**src/rtl/sha_pkg.sv**
```systemverilog
// ============================================================================
//  Module      : sha_pkg
//  Description : Shared SHA-2 types and constants for the padder and core.
//  Revision    : 1.0 - initial release
// ============================================================================
`default_nettype none

package sha_pkg;

    typedef enum logic [1:0] {
        ST_IDLE  = 2'd0,
        ST_FILL  = 2'd1,
        ST_OUT   = 2'd2,
        ST_EXTRA = 2'd3
    } state_t;

    localparam logic MODE_256 = 1'b0;
    localparam logic MODE_512 = 1'b1;

    localparam int BLK_BYTES_256 = 64;
    localparam int BLK_BYTES_512 = 128;
    localparam int LEN_BYTES_256 = 8;
    localparam int LEN_BYTES_512 = 16;
    localparam int FIT_BYTES_256 = BLK_BYTES_256 - LEN_BYTES_256;
    localparam int FIT_BYTES_512 = BLK_BYTES_512 - LEN_BYTES_512;

    localparam logic [255:0] H0_256 = {
        32'h6a09e667, 32'hbb67ae85, 32'h3c6ef372, 32'ha54ff53a,
        32'h510e527f, 32'h9b05688c, 32'h1f83d9ab, 32'h5be0cd19
    };

    localparam logic [511:0] H0_384 = {
        64'hcbbb9d5dc1059ed8, 64'h629a292a367cd507,
        64'h9159015a3070dd17, 64'h152fecd8f70e5939,
        64'h67332667ffc00b31, 64'h8eb44a8768581511,
        64'hdb0c2e0d64f98fa7, 64'h47b5481dbefa4fa4
    };

    function automatic int blk_bytes(input logic mode);
        return (mode == MODE_512) ? BLK_BYTES_512 : BLK_BYTES_256;
    endfunction

    function automatic int fit_bytes(input logic mode);
        return (mode == MODE_512) ? FIT_BYTES_512 : FIT_BYTES_256;
    endfunction

endpackage

`default_nettype wire

```
**src/rtl/sha_pad_mask.sv**
```systemverilog
// ============================================================================
//  Module      : sha_pad_mask
//  Description : Masks the final message word and inserts the 0x80 marker.
//  Revision    : 1.0 - initial release
// ============================================================================
`default_nettype none

module sha_pad_mask #(
    parameter int WORD_W = 64
) (
    input  logic [WORD_W-1:0]           i_data,
    input  logic [$clog2(WORD_W/8):0]   i_bytes,
    output logic [WORD_W-1:0]           o_word,
    output logic                        o_spill
);

    localparam int c_nb = WORD_W / 8;
    localparam int c_bw = $clog2(c_nb) + 1;

    genvar i;
    generate
        for (i = 0; i < c_nb; i++) begin : g_byte
            assign o_word[WORD_W-1-8*i -: 8] =
                (c_bw'(i) <  i_bytes) ? i_data[WORD_W-1-8*i -: 8] :
                (c_bw'(i) == i_bytes) ? 8'h80 : 8'h00;
        end
    endgenerate

    // A full last word leaves no room for the marker inside this word.
    assign o_spill = (i_bytes >= c_bw'(c_nb));

endmodule

`default_nettype wire

```
**src/rtl/sha_msg_padder.sv**
```systemverilog
// ============================================================================
//  Module      : sha_msg_padder
//  Description : Streaming SHA-256 / SHA-384/512 message padder and blocker.
//                Optional macro SHA_PAD_OVF_EN adds the sticky len_ovf output.
//  Revision    : 1.0 - initial release
// ============================================================================
`default_nettype none

module sha_msg_padder
    import sha_pkg::*;
#(
    parameter int WORD_W = 64,
    parameter int LEN_W  = 128
) (
    input  logic                        clk,
    input  logic                        rst,
    input  logic                        clr,
    input  logic                        in_valid,
    output logic                        in_ready,
    input  logic [WORD_W-1:0]           in_data,
    input  logic                        in_last,
    input  logic [$clog2(WORD_W/8):0]   in_bytes,
    input  logic                        in_mode,
    output logic                        blk_valid,
    input  logic                        blk_ready,
    output logic [1023:0]               blk_data,
    output logic                        blk_last,
    output logic                        blk_mode
`ifdef SHA_PAD_OVF_EN
    ,
    output logic                        len_ovf
`endif
);

    localparam int c_wb        = WORD_W / 8;
    localparam int c_max_words = 1024 / WORD_W;
    localparam int c_widx_w    = $clog2(c_max_words) + 1;

    state_t                 r_state, w_state_nxt;
    logic [1023:0]          r_buf, w_buf_nxt;
    logic [c_widx_w-1:0]    r_widx, w_widx_nxt;
    logic [LEN_W-1:0]       r_len, w_len_nxt;
    logic                   r_mode, w_mode_nxt;
    logic                   r_blk_last, w_last_nxt;
    logic                   r_extra_pend, w_extra_nxt;
    logic                   r_marker_pend, w_marker_nxt;

    logic                   w_accept;
    logic                   w_cur_mode;
    logic [WORD_W-1:0]      w_masked;
    logic [WORD_W-1:0]      w_cur_word;
    logic                   w_spill;
    logic                   w_at_end;
    logic                   w_fits;
    logic [9:0]             w_used;
    logic [c_widx_w-1:0]    w_widx_inc;
    logic [LEN_W-1:0]       w_len_base, w_len_add, w_len_sum, w_field_src;
    logic [127:0]           w_len_field;
    logic [1023:0]          w_buf_word;
    logic [1023:0]          w_buf_extra;

    sha_pad_mask #(
        .WORD_W (WORD_W)
    ) u_mask (
        .i_data  (in_data),
        .i_bytes (in_bytes),
        .o_word  (w_masked),
        .o_spill (w_spill)
    );

    function automatic logic [1023:0] put_len(input logic [1023:0] b,
                                              input logic m,
                                              input logic [127:0] l);
        logic [1023:0] r;
        r = b;
        if (m == MODE_512) r[127:0]   = l;
        else               r[575:512] = l[63:0];
        return r;
    endfunction

    assign in_ready   = (r_state == ST_IDLE) || (r_state == ST_FILL);
    assign w_accept   = in_valid & in_ready;
    assign w_cur_mode = (r_state == ST_IDLE) ? in_mode : r_mode;
    assign w_cur_word = in_last ? w_masked : in_data;
    assign w_widx_inc = r_widx + c_widx_w'(1);
    assign w_at_end   = (r_widx == c_widx_w'(blk_bytes(w_cur_mode) / c_wb - 1));
    assign w_used     = 10'(r_widx) * 10'(c_wb) + 10'(in_bytes) + 10'd1;
    assign w_fits     = (w_used <= 10'(fit_bytes(w_cur_mode)));

    assign w_len_base  = (r_state == ST_IDLE) ? '0 : r_len;
    assign w_len_add   = in_last ? (LEN_W'(in_bytes) << 3) : LEN_W'(c_wb * 8);
    assign w_len_sum   = w_len_base + w_len_add;
    assign w_field_src = (r_state == ST_EXTRA) ? r_len : w_len_sum;

    generate
        if (LEN_W >= 128) begin : g_field_wide
            assign w_len_field = w_field_src[127:0];
        end else begin : g_field_narrow
            assign w_len_field = {{(128-LEN_W){1'b0}}, w_field_src};
        end
    endgenerate

    // Words land in the top half for mode 0, so both modes share one layout.
    always_comb begin
        w_buf_word = r_buf;
        for (int i = 0; i < c_max_words; i++) begin
            if (c_widx_w'(i) == r_widx)
                w_buf_word[1023-i*WORD_W -: WORD_W] = w_cur_word;
            if (in_last && w_spill && !w_at_end && (c_widx_w'(i) == w_widx_inc))
                w_buf_word[1023-i*WORD_W -: 8] = 8'h80;
        end
    end

    assign w_buf_extra = {(r_marker_pend ? 8'h80 : 8'h00), 1016'b0};

    always_comb begin
        w_state_nxt  = r_state;
        w_buf_nxt    = r_buf;
        w_widx_nxt   = r_widx;
        w_len_nxt    = r_len;
        w_mode_nxt   = r_mode;
        w_last_nxt   = r_blk_last;
        w_extra_nxt  = r_extra_pend;
        w_marker_nxt = r_marker_pend;

        case (r_state)
            ST_IDLE, ST_FILL: begin
                if (w_accept) begin
                    w_mode_nxt = w_cur_mode;
                    w_len_nxt  = w_len_sum;
                    w_buf_nxt  = w_buf_word;
                    if (in_last) begin
                        w_state_nxt = ST_OUT;
                        if (w_fits) begin
                            w_buf_nxt  = put_len(w_buf_word, w_cur_mode, w_len_field);
                            w_last_nxt = 1'b1;
                        end else begin
                            w_last_nxt   = 1'b0;
                            w_extra_nxt  = 1'b1;
                            w_marker_nxt = w_spill & w_at_end;
                        end
                    end else if (w_at_end) begin
                        w_state_nxt = ST_OUT;
                        w_last_nxt  = 1'b0;
                    end else begin
                        w_state_nxt = ST_FILL;
                        w_widx_nxt  = w_widx_inc;
                    end
                end
            end
            ST_OUT: begin
                if (blk_ready) begin
                    if (r_blk_last) begin
                        w_state_nxt  = ST_IDLE;
                        w_buf_nxt    = '0;
                        w_widx_nxt   = '0;
                        w_len_nxt    = '0;
                        w_mode_nxt   = 1'b0;
                        w_last_nxt   = 1'b0;
                        w_extra_nxt  = 1'b0;
                        w_marker_nxt = 1'b0;
                    end else if (r_extra_pend) begin
                        w_state_nxt = ST_EXTRA;
                    end else begin
                        w_state_nxt = ST_FILL;
                        w_buf_nxt   = '0;
                        w_widx_nxt  = '0;
                    end
                end
            end
            ST_EXTRA: begin
                w_buf_nxt    = put_len(w_buf_extra, r_mode, w_len_field);
                w_last_nxt   = 1'b1;
                w_extra_nxt  = 1'b0;
                w_marker_nxt = 1'b0;
                w_state_nxt  = ST_OUT;
            end
            default: w_state_nxt = ST_IDLE;
        endcase

        // Abort wins over everything, including a pending block.
        if (clr) begin
            w_state_nxt  = ST_IDLE;
            w_buf_nxt    = '0;
            w_widx_nxt   = '0;
            w_len_nxt    = '0;
            w_mode_nxt   = 1'b0;
            w_last_nxt   = 1'b0;
            w_extra_nxt  = 1'b0;
            w_marker_nxt = 1'b0;
        end
    end

    always_ff @(posedge clk or posedge rst) begin
        if (rst) begin
            r_state       <= ST_IDLE;
            r_buf         <= '0;
            r_widx        <= '0;
            r_len         <= '0;
            r_mode        <= 1'b0;
            r_blk_last    <= 1'b0;
            r_extra_pend  <= 1'b0;
            r_marker_pend <= 1'b0;
        end else begin
            r_state       <= w_state_nxt;
            r_buf         <= w_buf_nxt;
            r_widx        <= w_widx_nxt;
            r_len         <= w_len_nxt;
            r_mode        <= w_mode_nxt;
            r_blk_last    <= w_last_nxt;
            r_extra_pend  <= w_extra_nxt;
            r_marker_pend <= w_marker_nxt;
        end
    end

    assign blk_valid = (r_state == ST_OUT);
    assign blk_last  = blk_valid & r_blk_last;
    assign blk_mode  = r_mode;
    assign blk_data  = (r_mode == MODE_512) ? r_buf : {512'b0, r_buf[1023:512]};

`ifdef SHA_PAD_OVF_EN
    logic r_len_ovf;
    logic w_len_wrap;
    logic w_len_hi;
    logic w_ovf_hit;

    assign w_len_wrap = (w_len_sum < w_len_base);

    generate
        if (LEN_W > 64) begin : g_ovf_hi
            assign w_len_hi = |w_len_sum[LEN_W-1:64];
        end else begin : g_ovf_nohi
            assign w_len_hi = 1'b0;
        end
    endgenerate

    assign w_ovf_hit = w_len_wrap | ((w_cur_mode == MODE_256) & w_len_hi);

    always_ff @(posedge clk or posedge rst) begin
        if (rst) begin
            r_len_ovf <= 1'b0;
        end else if (clr) begin
            r_len_ovf <= 1'b0;
        end else if (w_accept) begin
            r_len_ovf <= ((r_state == ST_IDLE) ? 1'b0 : r_len_ovf) | w_ovf_hit;
        end
    end

    assign len_ovf = r_len_ovf;
`endif

endmodule

`default_nettype wire

```
**config.mk**
```make
export PLATFORM = sky130hd
export DESIGN_NAME = sha_msg_padder
export DESIGN_NICKNAME = d
export VERILOG_FILES = /design/src/rtl/sha_pkg.sv /design/src/rtl/sha_pad_mask.sv /design/src/rtl/sha_msg_padder.sv
export SDC_FILE = /design/constraint.sdc
export NUM_CORES = 2
export LEC_CHECK = 0
export CORE_AREA = 2 2 428 430
export DETAILED_ROUTE_END_ITERATION = 7
export DIE_AREA = 0 0 430 432
export GPL_TIMING_DRIVEN = 1
export MAX_ROUTING_LAYER = met4
export PLACE_DENSITY = 0.59
export SETUP_SLACK_MARGIN = 0.02
export SYNTH_ARGS = -nofsm -noshare
export SYNTH_HDL_FRONTEND = slang
export SYNTH_SLANG_ARGS = --single-unit
export TNS_END_PERCENT = 5
```
**constraint.sdc**
```tcl
create_clock -name clk -period 53.7 [get_ports clk]
set_input_delay 5.37 -clock clk [delete_from_list [all_inputs] [get_ports clk]]
set_output_delay 5.37 -clock clk [all_outputs]
set_load 0.005 [all_outputs]
```
==> summary.md <==
| Metric | Value |
|---|---|
| Tmin final | 10.97 ns |
| Initial drt markers | 8,218 |
| Die Ht | 432 um |
| Share of cells above drive strength 1 | 12.05% |
| Register share of total power | 38.3% |
| Worst-path clk slew | 0.06 ns |
| Synth Instances | approximately 7,200 |
| Clock latency on the worst-skew pair | 0.82 ns |
| Avg Inst Size Synth | 8.770 um^2 |
| Post-CTS sizing | 0 |
| Finished Cell Area | between 80,000 and 90,000 um^2 |
| Area share of the largest cell type after synthesis | 45.96% |
| Final HPWL DP | around 260 mm |
| P_int | 0.001803 W |
| CP Class | reg2out |
| Mapped cell area | 63,320 um^2 |
| Logic gate share of total power | 25.3% |
| Switching Share | approximately a third |
| Number of synthesized flops with an enable pin | 0 |
| Least-Margin Pin Slew | 1.301 ns |
| Io pins | ~1,100 |
| CTS tree | built |
| Core Area | 181,700 um^2 |
| Gpl congestion | 1.040 |
| Part of the Yosys area used for sequential elements | 45.96% |
| Maximum clock path buffer count | 3 |
| CP endpoint | blk_data[33] |
| Reg-to-reg endpoint | r_buf[58] |
| Post-synth cell types | 94 |
| Effective utilization at floorplan | 34.85% |
| Crit start category | flip-flop |
| Remaining Overflow, GRT | 0 |
| Vias in the first global route | approximately 58,000 |
| CP Capture Type | primary output |
| Number of buffers added on ports | roughly 1,100 |
| Die Area | 185,800 um^2 |
| Most common cell after layout, fill and taps aside | nand2_1 |
| Internal reg-to-reg setup slack | 46.20 ns |
| FP Rows | 157 |
| Clock Power Share | 36.4% |
| Finish-stage setup viols | 0 |
| NetSw | 0.0009273 W |
| Final Hold Viols | 0 |
| Fraction of registers with async set/reset | 100.0% |
| Final net count | 8,016 |
| Initial antenna violation count | 28 |
| Area contributors post-synth | dfrtp_1, mux2_2, o21ai_0 |
| Post-layout util | between 40% and 50% |
| R2R depth | 14 |
| Normalized max-slew margin | 13.05% |
| Routed length per instance | roughly 34 um |
| Postcts setup bufs | 0 |
| Peak Freq | roughly 91 MHz |
| DRT antenna net count | 0 |
| TritonCTS Sinks | 1,163 |
| Critical Path Source | blk_mode |
| Fin crit share | 20.43% |
| Synth Register Bits | 1,163 |
| Total CTS buffers | 142 |
| Syn_nets | 7,309 |
| RSZ-0062 raised after global routing | false |
| First drt pass iteration count | 7 |
| Class of the worst hold path | reg2reg |
| CTS H-tree lvls | 4 |
| Dominant cell type by area after synthesis | dfrtp_1 |
| Most frequent cells in the layout | nand2_1, dfrtp_1, o21ai_0 |
| Crit path max fanout | 101 |
| Largest net degree at the start of global routing | 257 |
| Status | complete, no violations |
| Clock Skews | 0.03357 ns |
| Leak pwr | around 33 nW |
| Yosys warns | 0 |
| Slew Limit Fails | 0 |
| DP Area | between 70,000 and 80,000 um^2 |
| Final WL | roughly 350 mm |
| CTS root buf | clkbuf_16 |
| Setup TNS | 0 ns |
| Arrival time worst endpoint | roughly 5.6 ns |
| Worst EP required | between 40 and 50 ns |
| GRT Util Overall | 37.88% |
| Most used DFF post-synth | dfrtp_1 |
| Vias | 62,330 |
| Die X | roughly 430 um |
| Power density over the cells | 33.76 nW/um^2 |
| Critical R2R Launch | blk_mode |
| Area Overhead vs Synth | 27.72% |
| Max-Cap Viols | 0 |
| First-pass GRT wire length | between 400 and 500 mm |
| Hold buffers post-CTS | 0 |
| Maximum VDD drop | about 0.000023 V |
| Vias per Instance | 5.968 |
| # DRC | 0 |
power by group through the flow:
stage / combinational [W] / sequential [W] / clock (W)
2_1_floorplan: 0.000325 / 0.00102 / 0
3_3_place_gp: 0.000676 / 0.00105 / 0
3_5_place_dp: 0.000681 / 0.00106 / 0
4_1_cts: 0.000683 / 0.00104 / 0.00100
5_1_grt: 0.000724 / 0.00105 / 0.00104
6_report: 0.000691 / 0.00104 / 0.000994
flip-flops by register name, summed over array words and instances, names as in the netlist:
name           cells
r_widx             5
r_buf           1024
r_extra_pend       1
r_marker_pend      1
r_len            128
r_state            2
blk_mode           1
r_blk_last         1
final cells by class:
type	instances	area, um^2
Tap cell	2385	2984
Multi-Input combinational cell	5337	31730
Fill cell	17820	100800
Sequential cell	1163	29110
Clock buffer	196	4078
Inverter	54	210.2
Clock inverter	54	686.9
Antenna cell	26	65.06
Timing Repair Buffer	1229	12020
how the worst min path moves through the flow:
stage / startpoint / end / slack [ns] / depth (start not counted)
2_1_floorplan: r_buf[191] / r_buf[191] / 0.44 / 2
3_3_place_gp: r_buf[419] / r_buf[419] / 0.46 / 2
4_1_cts: r_buf[435] / r_buf[435] / 0.48 / 2
3_5_place_dp: r_buf[294] / r_buf[294] / 0.46 / 2
5_1_grt: r_buf[402] / r_buf[402] / 0.49 / 2
6_report: r_buf[358] / r_buf[358] / 0.47 / 2
critical path: stages, from the launching register on:
cell             delay, ns
dfrtp_4               0.83
buf_4                 0.85
buf_4                 0.95
buf_4                 0.89
mux2_2                0.42
clkdlybuf4s50_1       0.56
cell usage after synthesis, types with 43 or more instances:
master,instances
nand4_1,81
and2_1,541
nor3_1,78
inv_1,52
clkbuf_1,587
o21ai_1,46
o21ai_0,1144
dfrtp_1,1163
a21oi_1,256
nand3_1,216
nand2_1,1366
buf_1,43
and3_1,55
xnor2_1,43
a211oi_1,56
nor2_1,202
a222oi_1,53
a22oi_1,60
mux2_2,513
stage by stage:
stage	hold slack [ns]	power, W	cells	setup slack, ns
after detailed placement	0.4640	0.001738	10170	42.03
after CTS	0.4767	0.002727	10420	42.81
final	0.4705	0.002730	10440	42.73
after floorplan	0.4429	0.001347	7220	15.57
after global placement	0.4551	0.001729	10170	42.10
after global routing	0.4936	0.002814	10430	42.28
cells by family after synthesis:
| kind of cell | count (synthesis) | share of synthesized area (%) |
|---|---|---|
| xor+xnor | 86 | 1.201 |
| buf+inv | 720 | 4.410 |
| compound gates | 1944 | 17.87 |
| fa+ha+maj | 14 | 0.2885 |
| mux | 521 | 9.250 |
| simple gates | 2772 | 21.02 |
| flops | 1163 | 45.96 |
metal layers:
metal / track usage, % / vias up / routed length, um
li1: - / 26620 / -
met1: 45.90 / 31160 / 135900
met2: 56.11 / 3624 / 155600
met3: 7.903 / 921 / 30530
met4: 27.22 / 0 / 30850
met5: - / - / 0
(Power assumes the default switching activity.)
